**config.mk**
```make
export PLATFORM = sky130hd
export DESIGN_NAME = lsu
export DESIGN_NICKNAME = d
export VERILOG_FILES = /design/src/rtl/lsu.sv
export SDC_FILE = /design/constraint.sdc
export NUM_CORES = 1
export LEC_CHECK = 0
export CAP_MARGIN = 25
export CELL_PAD_IN_SITES_DETAIL_PLACEMENT = 0
export CELL_PAD_IN_SITES_GLOBAL_PLACEMENT = 1
export CORE_MARGIN = 2
export CORE_UTILIZATION = 45
export CTS_CLUSTER_DIAMETER = 200
export DETAILED_ROUTE_END_ITERATION = 8
export DONT_BUFFER_PORTS = 1
export PLACE_DENSITY_LB_ADDON = 0.08
export REMOVE_ABC_BUFFERS = 1
export SYNTH_ARGS = -nofsm -noshare
export SYNTH_HDL_FRONTEND = slang
export SYNTH_SLANG_ARGS = --single-unit
export TNS_END_PERCENT = 1
```
**constraint.sdc**
```tcl
create_clock -name clk -period 3.29 [get_ports clk]
set_clock_uncertainty 0.05 [all_clocks]
set_input_delay 0.4935 -clock clk [delete_from_list [all_inputs] [get_ports clk]]
set_output_delay 0.4935 -clock clk [all_outputs]
set_load 0.01 [all_outputs]
```
**src/rtl/lsu.sv**
```systemverilog
// ---------------------------------------------------------------------------
// lsu -- RV32I load/store unit in front of a single-ported, word-wide RAM.
//
// One request is held at a time. Loads read the addressed word and return
// the byte/halfword/word right-aligned and extended. Word stores write
// directly. Byte/halfword stores do a read-modify-write of the containing
// word. Illegal width codes and misaligned accesses go straight to the
// response with resp_err=1 and never touch the RAM.
//
// Optional feature: define LSU_BOUNDS_CHECK_EN to also reject addresses
// outside [START_ADDR, START_ADDR+MEM_SIZE-1]. Without it the RAM sees every
// aligned address.
//
// Ports
//   clk, rst                 clock, synchronous active-high reset
//   req_valid / req_ready    request handshake (ready only while idle)
//   req_we, req_funct3       1=store/0=load, RV32I width code
//   req_addr, req_wdata      byte address, right-aligned store data
//   resp_valid / resp_ready  response handshake
//   resp_rdata, resp_err     extended load data (0 for stores/errors), error
//   mem_addr, mem_we, mem_wd word-aligned RAM address, write enable, data
//   mem_rd                   RAM read data, combinational from mem_addr
// ---------------------------------------------------------------------------
module lsu #(
  parameter logic [31:0] START_ADDR = 32'h8000_0000,
  parameter int unsigned MEM_SIZE   = 16384
) (
  input  logic        clk,
  input  logic        rst,
  input  logic        req_valid,
  output logic        req_ready,
  input  logic        req_we,
  input  logic [2:0]  req_funct3,
  input  logic [31:0] req_addr,
  input  logic [31:0] req_wdata,
  output logic        resp_valid,
  input  logic        resp_ready,
  output logic [31:0] resp_rdata,
  output logic        resp_err,
  output logic [31:0] mem_addr,
  output logic        mem_we,
  output logic [31:0] mem_wd,
  input  logic [31:0] mem_rd
);

  typedef enum logic [1:0] {
    IDLE  = 2'b00,
    READ  = 2'b01,
    WRITE = 2'b10,
    RESP  = 2'b11
  } state_t;

  state_t      state_q, state_d;
  logic        we_q, we_d;
  logic [2:0]  funct3_q, funct3_d;
  logic [31:0] addr_q, addr_d;
  logic [31:0] wdata_q, wdata_d;
  logic [31:0] word_q, word_d;   // RAM word captured for read-modify-write
  logic [31:0] rdata_q, rdata_d;
  logic        err_q, err_d;

  // Decide whether a request is rejected without any RAM access.
  function automatic logic req_error(input logic we, input logic [2:0] f3,
                                     input logic [31:0] addr);
    logic e;
    e = 1'b0;
    case (f3)
      3'b000, 3'b100: e = 1'b0;
      3'b001, 3'b101: e = addr[0];
      3'b010:         e = (addr[1:0] != 2'b00);
      default:        e = 1'b1;
    endcase
    // Stores only exist as SB/SH/SW.
    if (we && (f3 > 3'b010)) begin
      e = 1'b1;
    end else begin
      e = e;
    end
`ifdef LSU_BOUNDS_CHECK_EN
    // Unsigned offset wraps for addresses below START_ADDR, so one compare
    // covers both ends of the window.
    if ((addr - START_ADDR) >= 32'(MEM_SIZE)) begin
      e = 1'b1;
    end else begin
      e = e;
    end
`endif
    return e;
  endfunction

  // Right-align the addressed lane and sign/zero extend it.
  function automatic logic [31:0] load_extend(input logic [31:0] word,
                                              input logic [1:0] off,
                                              input logic [2:0] f3);
    logic [31:0] s;
    logic [31:0] r;
    s = word >> {off, 3'b000};
    case (f3)
      3'b000:  r = {{24{s[7]}}, s[7:0]};
      3'b001:  r = {{16{s[15]}}, s[15:0]};
      3'b100:  r = {24'h00_0000, s[7:0]};
      3'b101:  r = {16'h0000, s[15:0]};
      default: r = s;
    endcase
    return r;
  endfunction

  // Replace the addressed byte/halfword of the old word; SW takes wdata whole.
  function automatic logic [31:0] store_merge(input logic [31:0] word,
                                              input logic [31:0] wdata,
                                              input logic [1:0] off,
                                              input logic [2:0] f3);
    logic [31:0] r;
    r = word;
    case (f3)
      3'b000:  r[{off, 3'b000} +: 8] = wdata[7:0];
      3'b001:  r[{off[1], 4'b0000} +: 16] = wdata[15:0];
      default: r = wdata;
    endcase
    return r;
  endfunction

  // State and latched request registers.
  always_ff @(posedge clk) begin
    if (rst) begin
      state_q  <= IDLE;
      we_q     <= 1'b0;
      funct3_q <= 3'b000;
      addr_q   <= 32'h0000_0000;
      wdata_q  <= 32'h0000_0000;
      word_q   <= 32'h0000_0000;
      rdata_q  <= 32'h0000_0000;
      err_q    <= 1'b0;
    end else begin
      state_q  <= state_d;
      we_q     <= we_d;
      funct3_q <= funct3_d;
      addr_q   <= addr_d;
      wdata_q  <= wdata_d;
      word_q   <= word_d;
      rdata_q  <= rdata_d;
      err_q    <= err_d;
    end
  end

  // Next-state logic and state-decoded handshake / RAM controls.
  always_comb begin
    state_d    = state_q;
    we_d       = we_q;
    funct3_d   = funct3_q;
    addr_d     = addr_q;
    wdata_d    = wdata_q;
    word_d     = word_q;
    rdata_d    = rdata_q;
    err_d      = err_q;
    req_ready  = 1'b0;
    resp_valid = 1'b0;
    mem_we     = 1'b0;
    mem_wd     = 32'h0000_0000;
    case (state_q)
      IDLE: begin
        req_ready = 1'b1;
        if (req_valid) begin
          we_d     = req_we;
          funct3_d = req_funct3;
          addr_d   = req_addr;
          wdata_d  = req_wdata;
          word_d   = 32'h0000_0000;
          rdata_d  = 32'h0000_0000;
          err_d    = req_error(req_we, req_funct3, req_addr);
          if (err_d) begin
            state_d = RESP;
          end else if (!req_we) begin
            state_d = READ;
          end else if (req_funct3 == 3'b010) begin
            state_d = WRITE;
          end else begin
            state_d = READ;   // SB/SH need the old word first
          end
        end else begin
          state_d = IDLE;
        end
      end
      READ: begin
        if (!we_q) begin
          rdata_d = load_extend(mem_rd, addr_q[1:0], funct3_q);
          state_d = RESP;
        end else begin
          word_d  = mem_rd;
          state_d = WRITE;
        end
      end
      WRITE: begin
        mem_we  = 1'b1;
        mem_wd  = store_merge(word_q, wdata_q, addr_q[1:0], funct3_q);
        state_d = RESP;
      end
      RESP: begin
        resp_valid = 1'b1;
        if (resp_ready) begin
          state_d = IDLE;
        end else begin
          state_d = RESP;
        end
      end
      default: begin
        state_d = IDLE;
      end
    endcase
  end

  assign mem_addr   = {addr_q[31:2], 2'b00};
  assign resp_rdata = rdata_q;
  assign resp_err   = err_q;

endmodule

```
==> flow_summary.json <==
{
  "worstReg2RegStart": "state_q[0]",
  "postSynthRegisterBits": 135,
  "worst-r2r-cell-count": 4,
  "detail_route.first_pass.iterations": 6,
  "setup_viol_count_final": 0,
  "number_of_flops_mapped_to_enable_cells_by_yosys": 0,
  "min_period_ns": 3.08,
  "post_drt_via_cell_ratio": 5.97,
  "routed-via-count": 5275,
  "fin_setup_tns_ns": 0,
  "clkSlewWorstSetupHoldPaths_ns": 0.06,
  "maxCapViolCount": 0,
  "synth-async-reset-ratio_pct": 0,
  "clk_root_buffer_cell": "sky130_fd_sc_hd__clkbuf_16",
  "drt_drc_violations_left": 0,
  "vdd_ir_drop_max_mv": 0.387,
  "wl_per_cell_um": 21.4,
  "grt_antenna_before_repair": 0,
  "route.final.wire_length_mm": 18.9,
  "startpoint_type": "flip-flop",
  "netlist_top_cells_area": "sky130_fd_sc_hd__dfxtp_1, sky130_fd_sc_hd__nand2_1, sky130_fd_sc_hd__a21oi_1, sky130_fd_sc_hd__a22oi_1, sky130_fd_sc_hd__buf_4",
  "fin_crit_sh_pct": 93.7,
  "initial_utilization_pct": 46.5,
  "design.final.nets": 804,
  "synth-seq-area-share_pct": 43.5,
  "max-clock-path-buffers": 2,
  "syn_area_cell_um2": 8.52,
  "clock_sink_count": 135,
  "critPathKind": "reg2out",
  "critPathLaunch": "addr_q[1]",
  "final_max_slew_viol_count": 0,
  "cts_buffers": 17,
  "achievable-frequency_ghz": 0.324,
  "power_density_mw_per_mm2": 670,
  "layout-area-overhead-vs-synth_pct": 10.4,
  "drt_first_iter_violations": 582,
  "htree_levels": 4,
  "postSynthCellCount": 729,
  "cell_type_with_the_highest_aggregate_area_in_the_netlist": "sky130_fd_sc_hd__dfxtp_1",
  "setup.worst_path.end": "mem_wd[6]",
  "tightest_slew_ns": 0.880,
  "slew-limit-headroom_pct": 40.9,
  "fin_ws_ns": 0.207,
  "port-buffer-count": 0,
  "reg2reg_slack_ns": 0.83,
  "io_pins": 204,
  "synth.distinct_cells": 47,
  "worst-endpoint-arrival_ns": 2.54,
  "die_w_um": 121,
  "outcome": "completed",
  "grt_setup_unrepaired": "no",
  "rows": 42,
  "core_area_mm2": 0.0133,
  "fillers": 1266,
  "critPathCaptureType": "primary output",
  "grt_pass1_vias": 5240,
  "die-area_mm2": 0.0148,
  "die-height_um": 121,
  "timing_hold_violations_final": 0,
  "worst_path_max_delay_cell": "sky130_fd_sc_hd__nor2_1",
  "cts_tree": "built",
  "drive_gt1_share_pct": 15.0,
  "required_ns": 2.75,
  "grt_max_degree": 114,
  "cp_cell_sequence": "inv_1, ha_1, inv_1, a311oi_1, nor2_1, a22o_1",
  "timing.critical_path.mode_cell": "sky130_fd_sc_hd__inv_1",
  "globalRouteOverflowTotal": 0,
  "crit_path_max_fanout": 8,
  "pre_cts_slack_ns": 0.511,
  "ys.warnings.count": 0,
  "grt_first_pass_wirelength_mm": 29.2,
  "hpwlAfterDp_mm": 13.1,
  "antenna_cells_inserted": 0,
  "antenna_left": 0,
  "syn-cell-area_mm2": 0.00621,
  "p_leak_nw": 2.40,
  "worst_min_path_class": "in2reg",
  "track_usage_pct": 25.9,
  "clock_insertion_delay_worst_skew_ns": 0.42,
  "gp_congestion": 0.911,
  "cts_hold_buffers": 0,
  "critical_path.reg2reg.endpoint": "resp_rdata[25]",
  "ys.flop_type": "sky130_fd_sc_hd__dfxtp_1",
  "synth_largest_type_area_fraction_pct": 43.5,
  "crit_path_max_incr_delay_ns": 0.64
}
-- repair_timing --
item / 4_1_cts / 5_1_grt
gates resized for setup: 0 / 0
hold endpoints to repair: 0 / 0
endpoints found under the setup margin: 0 / 5
setup buffers: 0 / 2
-- how the worst min path moves through the flow --
stage | from | endpoint | slack (ns) | cells after the start
floorplan | word_q[10] | word_q[10] | 0.38 | 2
global placement | word_q[6] | word_q[6] | 0.38 | 2
detailed placement | wdata_q[21] | wdata_q[21] | 0.39 | 2
CTS | rst | addr_q[4] | 0.07 | 1
global route | rst | addr_q[7] | 0.07 | 1
finish | rst | addr_q[4] | 0.09 | 1
-- final cells by class --
cell class	instances	area (um^2)	share of cell area [%]
inverters	6	22.5	0.329
repair buffers	35	263	3.83
flip-flops and latches	135	2700	39.4
well taps	176	220	3.21
clock buffers	19	443	6.46
multi-input cells	500	3020	44.1
clock inverters	12	178	2.59
-- state kept, by name, summed over array words and instances, names as in the netlist --
name	count
addr_q	32
resp_rdata	32
wdata_q	32
word_q	32
funct3_q	3
state_q	2
resp_err	1
we_q	1
-- where the power goes --
group / internal (W) / total [W] / leakage (nW) / switching [W]
sequential: 0.00177 / 0.00191 / 1.10 / 0.000145
clock: 0.00128 / 0.00199 / 0.291 / 0.000713
combinational: 0.000245 / 0.000685 / 1.01 / 0.000439
total: 0.00329 / 0.00459 / 2.40 / 0.00130
-- per-stage QoR --
stage | area [um^2] | utilization, % | std cells | hold slack (ns) | power (W)
after floorplan | 5730 | - | 641 | 0.375 | 0.00239
after global placement | 6220 | 46.6 | 850 | 0.384 | 0.00261
after detailed placement | 6220 | 46.6 | 850 | 0.391 | 0.00263
after CTS | 6840 | 51.2 | 881 | 0.0744 | 0.00463
after global routing | 6850 | 51.3 | 883 | 0.0721 | 0.00480
final | 6850 | 51.3 | 883 | 0.0931 | 0.00459
-- cells in the final DEF (no fill, tap or decap), drive strengths merged, types with 3 or more instances in the layout --
master,netlist,layout
a22o,8,8
o21ai,17,17
ha,5,5
buf,42,35
nor2,47,47
bufinv,0,4
or2,4,4
o2bb2ai,8,8
nand3,9,9
a222oi,16,16
mux2i,8,8
mux4,9,9
a22oi,39,39
nor3b,4,4
a221o,16,16
nor2b,3,3
mux2,9,9
dfxtp,135,135
inv,6,6
clkinvlp,0,4
nand2,166,166
clkbuf,47,19
nand3b,8,8
clkinv,0,4
a21oi,100,100
-- synthesized netlist by cell type, drive strengths merged (4+ instances only) --
library cell and instances:
nor2 47, a22oi 39, nand3b 8, nor3b 4, mux2 9, clkbuf 47, ha 5, nand2 166
a222oi 16, nand3 9, inv 6, a22o 8, or2 4, mux2i 8, o2bb2ai 8, a221o 16
o21ai 17, buf 42, a21oi 100, dfxtp 135, mux4 9
-- layer usage --
| metal | wire length, um | vias to the layer above | share of wire [%] | GRT usage (%) |
|---|---|---|---|---|
| met4 | 254 | 0 | 1.3 | 9.20 |
| met3 | 1890 | 21 | 10 | 8.46 |
| met5 | 0 | - | 0 | 0 |
| li1 | - | 2493 | - | - |
| met1 | 8090 | 2504 | 43 | 33.8 |
| met2 | 8690 | 257 | 46 | 40.1 |
-- kinds of logic (layout without fill, tap and decap cells) --
kind of cell	count (synthesis)	count (layout)	synth area share, %
adder cells (fa/ha/maj)	5	5	1.01
AO/OA/AOI/OAI	213	213	23.0
AND/OR/NAND/NOR	254	254	18.1
buffers and inverters	95	72	8.08
multiplexers	26	26	6.19
other	1	2	0.0604
flip-flops	135	135	43.5
-- worst max-delay path, delay by kind of cell (launching register included) --
kind | cells | cell delay (ns)
and+or+nand+nor | 1 | 0.64
DFF | 1 | 0.46
AOI/OAI and AO/OA | 2 | 0.43
adders and majority gates | 1 | 0.37
buffers and inverters | 2 | 0.23
Note: power is estimated with default switching activity, not from simulation.
